File: config.mk
export PLATFORM = sky130hd
export DESIGN_NAME = mem_stage_lsu
export DESIGN_NICKNAME = d
export VERILOG_FILES = /design/src/rtl/mem_pkg.sv /design/src/rtl/lsu_align.sv /design/src/rtl/mem_stage_lsu.sv
export SDC_FILE = /design/constraint.sdc
export NUM_CORES = 1
export LEC_CHECK = 0
export ABC_AREA = 1
export BUFFER_PORTS_ARGS = -buffer_cell sky130_fd_sc_hd__buf_2
export CORE_ASPECT_RATIO = 0.8
export CORE_MARGIN = 3
export CORE_UTILIZATION = 46
export CTS_CLUSTER_DIAMETER = 50
export CTS_CLUSTER_SIZE = 10
export DETAILED_ROUTE_END_ITERATION = 16
export GPL_TIMING_DRIVEN = 0
export PLACE_DENSITY = 0.79
export SLEW_MARGIN = 20
export SYNTH_ARGS = -nofsm -noshare
export SYNTH_HDL_FRONTEND = slang
export SYNTH_HIERARCHICAL = 1
export SYNTH_SLANG_ARGS = --single-unit
File: constraint.sdc
create_clock -name clk_i -period 1.82 [get_ports clk_i]
set_input_delay 0.273 -clock clk_i [delete_from_list [all_inputs] [get_ports clk_i]]
set_output_delay 0.273 -clock clk_i [all_outputs]
set_load 0.02 [all_outputs]
File: src/rtl/mem_pkg.sv
// Shared encodings for the memory-stage load/store unit: FSM states,
// Funct3 access sizes, ResultSrc selects and access-legality helpers.
package mem_pkg;

  typedef enum logic {
    IDLE,
    WAIT_RESP
  } lsu_state_e;

  localparam logic [2:0] F3_B  = 3'b000;
  localparam logic [2:0] F3_H  = 3'b001;
  localparam logic [2:0] F3_W  = 3'b010;
  localparam logic [2:0] F3_BU = 3'b100;
  localparam logic [2:0] F3_HU = 3'b101;

  localparam logic [1:0] RS_ALU = 2'b00;
  localparam logic [1:0] RS_MEM = 2'b01;
  localparam logic [1:0] RS_PC4 = 2'b10;

  // Unsigned variants only exist for loads.
  function automatic logic f3_legal(input logic [2:0] f3, input logic is_load);
    logic ok;
    ok = 1'b0;
    case (f3)
      F3_B, F3_H, F3_W: ok = 1'b1;
      F3_BU, F3_HU:     ok = is_load;
      default:          ok = 1'b0;
    endcase
    return ok;
  endfunction

  function automatic logic misaligned(input logic [2:0] f3, input logic [1:0] lane);
    logic bad;
    bad = 1'b0;
    case (f3)
      F3_H, F3_HU: bad = lane[0];
      F3_W:        bad = (lane != 2'b00);
      default:     bad = 1'b0;
    endcase
    return bad;
  endfunction

endpackage

File: src/rtl/lsu_align.sv
// Byte-lane steering: store byte enables and lane replication, load lane
// extraction with sign/zero extension.
module lsu_align
  import mem_pkg::*;
#(
  parameter int DATA_WIDTH = 32
) (
  input  logic [2:0]            st_funct3_i,
  input  logic [1:0]            st_lane_i,
  input  logic [DATA_WIDTH-1:0] st_data_i,
  output logic [3:0]            be_o,
  output logic [DATA_WIDTH-1:0] wdata_o,
  input  logic [2:0]            ld_funct3_i,
  input  logic [1:0]            ld_lane_i,
  input  logic [DATA_WIDTH-1:0] rdata_i,
  output logic [DATA_WIDTH-1:0] ld_data_o
);

  logic [7:0]  ld_byte;
  logic [15:0] ld_half;

  always_comb begin
    be_o    = 4'b1111;
    wdata_o = st_data_i;
    case (st_funct3_i)
      F3_B, F3_BU: begin
        be_o    = 4'b0001 << st_lane_i;
        wdata_o = {(DATA_WIDTH/8){st_data_i[7:0]}};
      end
      F3_H, F3_HU: begin
        be_o    = 4'b0011 << st_lane_i;
        wdata_o = {(DATA_WIDTH/16){st_data_i[15:0]}};
      end
      default: begin
        be_o    = 4'b1111;
        wdata_o = st_data_i;
      end
    endcase
  end

  always_comb begin
    ld_byte   = rdata_i[{ld_lane_i, 3'b000} +: 8];
    ld_half   = rdata_i[{ld_lane_i[1], 4'b0000} +: 16];
    ld_data_o = rdata_i;
    case (ld_funct3_i)
      F3_B:    ld_data_o = {{(DATA_WIDTH-8){ld_byte[7]}}, ld_byte};
      F3_BU:   ld_data_o = {{(DATA_WIDTH-8){1'b0}}, ld_byte};
      F3_H:    ld_data_o = {{(DATA_WIDTH-16){ld_half[15]}}, ld_half};
      F3_HU:   ld_data_o = {{(DATA_WIDTH-16){1'b0}}, ld_half};
      default: ld_data_o = rdata_i;
    endcase
  end

endmodule

File: src/rtl/mem_stage_lsu.sv
// Memory pipeline stage: issues data-memory requests, stalls the pipe while
// the bus is busy, and holds the M/W pipeline register.
module mem_stage_lsu
  import mem_pkg::*;
#(
  parameter int DATA_WIDTH             = 32,
  parameter int PC_WIDTH               = 32,
  parameter int REGISTER_ADDRESS_WIDTH = 5
) (
  input  logic                              clk_i,
  input  logic                              rst_ni,
  input  logic                              RegWriteM_i,
  input  logic [1:0]                        ResultSrcM_i,
  input  logic                              MemWriteM_i,
  input  logic [2:0]                        Funct3M_i,
  input  logic [DATA_WIDTH-1:0]             ALUResultM_i,
  input  logic [DATA_WIDTH-1:0]             WriteDataM_i,
  input  logic [REGISTER_ADDRESS_WIDTH-1:0] RdM_i,
  input  logic [PC_WIDTH-1:0]               PCPlus4M_i,
  output logic                              dmem_req_o,
  output logic                              dmem_we_o,
  output logic [DATA_WIDTH-1:0]             dmem_addr_o,
  output logic [DATA_WIDTH-1:0]             dmem_wdata_o,
  output logic [3:0]                        dmem_be_o,
  input  logic                              dmem_ready_i,
  input  logic                              dmem_rvalid_i,
  input  logic [DATA_WIDTH-1:0]             dmem_rdata_i,
  output logic                              StallM_o,
  output logic                              MemFaultM_o,
  output logic                              RegWriteW_o,
  output logic [1:0]                        ResultSrcW_o,
  output logic [DATA_WIDTH-1:0]             ReadDataW_o,
  output logic [DATA_WIDTH-1:0]             ALUResultW_o,
  output logic [REGISTER_ADDRESS_WIDTH-1:0] RdW_o,
  output logic [PC_WIDTH-1:0]               PCPlus4W_o
);

  lsu_state_e            state_q, state_d;
  logic                  is_load, is_store, acc_fault, load_done;
  logic [1:0]            lane;
  logic [1:0]            ld_lane_q;
  logic [2:0]            ld_f3_q;
  logic [DATA_WIDTH-1:0] ld_data;

  assign lane      = ALUResultM_i[1:0];
  assign is_store  = MemWriteM_i;
  assign is_load   = (ResultSrcM_i == RS_MEM) && !MemWriteM_i;
  assign acc_fault = (is_load || is_store) &&
                     (!f3_legal(Funct3M_i, is_load) || misaligned(Funct3M_i, lane));

  assign dmem_addr_o = {ALUResultM_i[DATA_WIDTH-1:2], 2'b00};

  lsu_align #(
    .DATA_WIDTH(DATA_WIDTH)
  ) u_align (
    .st_funct3_i (Funct3M_i),
    .st_lane_i   (lane),
    .st_data_i   (WriteDataM_i),
    .be_o        (dmem_be_o),
    .wdata_o     (dmem_wdata_o),
    .ld_funct3_i (ld_f3_q),
    .ld_lane_i   (ld_lane_q),
    .rdata_i     (dmem_rdata_i),
    .ld_data_o   (ld_data)
  );

  always_ff @(posedge clk_i or negedge rst_ni) begin
    if (!rst_ni) state_q <= IDLE;
    else         state_q <= state_d;
  end

  always_comb begin
    state_d = state_q;
    case (state_q)
      IDLE:      if (is_load && !acc_fault && dmem_ready_i) state_d = WAIT_RESP;
      WAIT_RESP: if (dmem_rvalid_i) state_d = IDLE;
      default:   state_d = IDLE;
    endcase
  end

  always_comb begin
    dmem_req_o  = 1'b0;
    dmem_we_o   = 1'b0;
    StallM_o    = 1'b0;
    MemFaultM_o = 1'b0;
    load_done   = 1'b0;
    case (state_q)
      IDLE: begin
        if (acc_fault) begin
          MemFaultM_o = 1'b1;
        end else if (is_store) begin
          dmem_req_o = 1'b1;
          dmem_we_o  = 1'b1;
          StallM_o   = !dmem_ready_i;
        end else if (is_load) begin
          dmem_req_o = 1'b1;
          StallM_o   = 1'b1;
        end
      end
      WAIT_RESP: begin
        StallM_o  = !dmem_rvalid_i;
        load_done = dmem_rvalid_i;
      end
      default: ;
    endcase
    // Handshake/status outputs must read low while reset is asserted,
    // even though the M inputs may still present a memory op.
    if (!rst_ni) begin
      dmem_req_o  = 1'b0;
      StallM_o    = 1'b0;
      MemFaultM_o = 1'b0;
    end
  end

  // Lane and size are kept from the accepted request so extraction does not
  // depend on the M inputs staying frozen.
  always_ff @(posedge clk_i or negedge rst_ni) begin
    if (!rst_ni) begin
      ld_lane_q <= '0;
      ld_f3_q   <= '0;
    end else if (state_q == IDLE && dmem_req_o && !dmem_we_o && dmem_ready_i) begin
      ld_lane_q <= lane;
      ld_f3_q   <= Funct3M_i;
    end
  end

  always_ff @(posedge clk_i or negedge rst_ni) begin
    if (!rst_ni) begin
      RegWriteW_o  <= 1'b0;
      ResultSrcW_o <= '0;
      ReadDataW_o  <= '0;
      ALUResultW_o <= '0;
      RdW_o        <= '0;
      PCPlus4W_o   <= '0;
    end else if (StallM_o || MemFaultM_o) begin
      RegWriteW_o <= 1'b0;
    end else begin
      RegWriteW_o  <= RegWriteM_i;
      ResultSrcW_o <= ResultSrcM_i;
      ALUResultW_o <= ALUResultM_i;
      RdW_o        <= RdM_i;
      PCPlus4W_o   <= PCPlus4M_i;
      if (load_done) ReadDataW_o <= ld_data;
    end
  end

endmodule

==> impl_metrics.tcl <==
set metrics [dict create \
    cp_slowest_stage_delay_ns 0.37 \
    ys_types 34 \
    routed_wirelength_um 19100 \
    syn_to_final_growth_pct 37.0 \
    worstPathArrival_ns 1.53 \
    dr.pass1.iters 5 \
    min_period_over_period_pct 99.3 \
    wl_per_cell_um 15.2 \
    cts_buffer_depth 2 \
    io_pins 320 \
    cts_num_sinks 110 \
    drc 0 \
    setup_violations 0 \
    start_util_pct 48.5 \
    hold_viol_final 47 \
    path_common_cell "nand2_4" \
    worst_pin_slew_ns 0.585 \
    drt-initial-drc-count 492 \
    avgSynthCellArea_sq_um 8.14 \
    fmax_ghz 0.553 \
    tns_ns 0 \
    worstSetupPathType "flop to primary output" \
    async_flop_share_pct 100 \
    syn_inst 747 \
    critPathLaunchType "flop" \
    p_switching_w 0.00329 \
    synth.cell_area_sq_um 6080 \
    slowest_stage "dfrtp_1" \
    track_usage_pct 25.6 \
    dpl.hpwl_um 14900 \
    io_buffer_count 317 \
    grt_pass1_vias 5882 \
    leakage_nw 4.85 \
    maxCapViolCount 0 \
    numCtsBuffers 9 \
    violations "hold timing" \
    vias 6224 \
    period_minus_slack_ns 1.81 \
    path_max_fanout 10 \
    coreArea_sq_um 12500 \
    dp.cells 1237 \
    rows 36 \
    synth-edff-count 0 \
    outcome "finished, violations left" \
    gp_congestion 0.923 \
    combinationalPowerShare_pct 39.3 \
    cts_tree "built" \
    layout-drive-gt1-share_pct 44.2 \
    grt_pass1_wl_um 30000 \
    htree_num_levels 3 \
    switching_share_pct 39.0 \
    ys.flop_type "dfrtp_1" \
    seq_area_frac_synth_pct 45.3 \
    p_clk_share_pct 22.4 \
    avgViaCountPerCell 4.95 \
    skew_ns 0.00880 \
    ir_drop_mv 0.552 \
    p_int_w 0.00515 \
    die_x_um 135 \
    grt_setup_unrepaired "yes" \
    slew_viol_final 0 \
    path_cells "inv_2, nor2_1, nand2_4, clkbuf_4, nand2_4, buf_6" \
    clk_root_buffer_cell "clkbuf_16" \
    ant_nets 0 \
    num-fill-cells 1119 \
    clk_pin_slew_ns 0.08 \
    dieArea_sq_um 14600 \
    dieHeight_um 109 \
    nets 1226 \
    required_ns 1.55 \
    p_seq_share_pct 38.3 \
    insertedDiodeCount 0 \
    power_density_nw_per_um2 1010 \
    yosysWarnings 6 \
    worstHoldPathType "primary input to async pin" \
    critical_path.endpoint_type "primary output" \
    antenna_found_initial 1 \
    slew_headroom_pct 61.0 \
    grt_max_degree 64 \
    rrSetupSlack_ns 0.11 \
    ys_seq_elements 110 \
    grt_overflow 0 \
    final-instance-count-excl-fill 1258 \
    insertion_delay_ns 0.34 \
    holdWs_ns -0.133 \
]
## cells in the mapped netlist, types with 11 or more instances
cell,number,share of area [%]
buf_4,40,4.9
nand3_2,19,3.1
nand4_1,72,7.4
nand3_1,29,2.4
nand2_1,300,19
o21ai_0,11,0.91
clkbuf_1,16,0.99
mux2_2,32,5.9
buf_2,20,1.6
nor2_1,12,0.74
inv_1,37,2.3
dfrtp_1,110,45
## layout by cell type (no fill, tap or decap), types with 4 or more instances in the layout
master	count
nand3_1	29
dfrtp_1	110
o21ai_0	11
nand2_1	297
o211ai_1	5
inv_1	37
buf_2	325
nor2_1	12
nand2_2	4
o21ai_1	4
buf_6	8
nor2_2	4
clkbuf_1	15
clkbuf_16	9
buf_1	4
nand2_4	4
mux2_2	32
nand3_2	19
nand4_1	72
buf_4	53
inv_2	5
## layout make-up
type | instances | area (sq um) | share of cell area [%]
inverter | 42 | 158 | 1.89
clock inverter | 6 | 55.1 | 0.661
tap | 171 | 214 | 2.57
timing repair buffer | 324 | 1680 | 20.2
multi-input combinational | 512 | 2690 | 32.3
clock buffer | 10 | 229 | 2.75
sequential | 110 | 2750 | 33.1
buffer | 83 | 552 | 6.63
## cells by family (layout without fill, tap and decap cells)
logic type	Yosys count	after routing	share of synthesized area, %
simple gates	449	449	34.6
buf+inv	126	465	11.2
flops	110	110	45.3
mux	32	32	5.93
compound gates	29	29	2.92
other cells	1	2	0.0617
## final timing paths
| kind | from | end | cells after the start |
|---|---|---|---|
| worst max-delay path | state_q | StallM_o | 6 |
| min in group clk_i | RegWriteM_i | RegWriteW_o | 3 |
| worst max register to register | state_q | ReadDataW_o[12] | 4 |
| worst min register to register | PCPlus4W_o[0] | PCPlus4W_o[0] | 2 |
| max in group asynchronous | rst_ni | PCPlus4W_o[8] | 2 |
| worst min-delay path | rst_ni | PCPlus4W_o[21] | 1 |
## state kept, by name (all words and copies together), names as in the netlist
name,flops
ReadDataW_o,32
RdW_o,5
ALUResultW_o,32
state_q,1
ResultSrcW_o,2
PCPlus4W_o,32
RegWriteW_o,1
ld_lane_q,2
ld_f3_q,3
## power groups by stage
stage          Clock (W)  Combinational (W)  Sequential, W
2_1_floorplan          0            0.00150        0.00385
3_3_place_gp           0            0.00324        0.00326
3_5_place_dp           0            0.00330        0.00327
4_1_cts          0.00195            0.00332        0.00323
5_1_grt          0.00206            0.00362        0.00329
6_report         0.00189            0.00331        0.00323
## metrics by stage
| step | worst slack, ns | utilization, % | total power [W] | hold slack [ns] | instance area (sq um) |
|---|---|---|---|---|---|
| detailed placement | -0.336 | 63.2 | 0.00657 | 0.250 | 7920 |
| global route | -0.0993 | 66.5 | 0.00897 | -0.0999 | 8330 |
| finish | 0.0127 | 66.5 | 0.00844 | -0.133 | 8330 |
| CTS | -0.0296 | 66.1 | 0.00850 | -0.119 | 8270 |
| global placement | -2.32 | 62.9 | 0.00650 | 0.449 | 7880 |
| floorplan | 0.241 | - | 0.00535 | -0.0226 | 6080 |
## metal layers
metal | vias to the layer above | routed length (um) | global-route usage [%]
met5 | - | 7 | 0
met4 | 2 | 285 | 5.81
met3 | 25 | 1570 | 6.55
met2 | 262 | 9270 | 42.8
met1 | 2858 | 7950 | 33.9
li1 | 3077 | - | -
## worst max-delay path, delay by kind of cell (launching register included)
family | cells | cell delay [ns]
buf+inv | 3 | 0.42
simple gates | 3 | 0.41
flops | 1 | 0.37
## repair_timing
item	4_1_cts	5_1_grt
setup endpoints to repair	3	73
pin swaps	2	1
endpoints found under the hold margin	47	47
buffers inserted	4	2
gates resized for setup	14	21
Note: power is estimated with default switching activity, not from simulation.
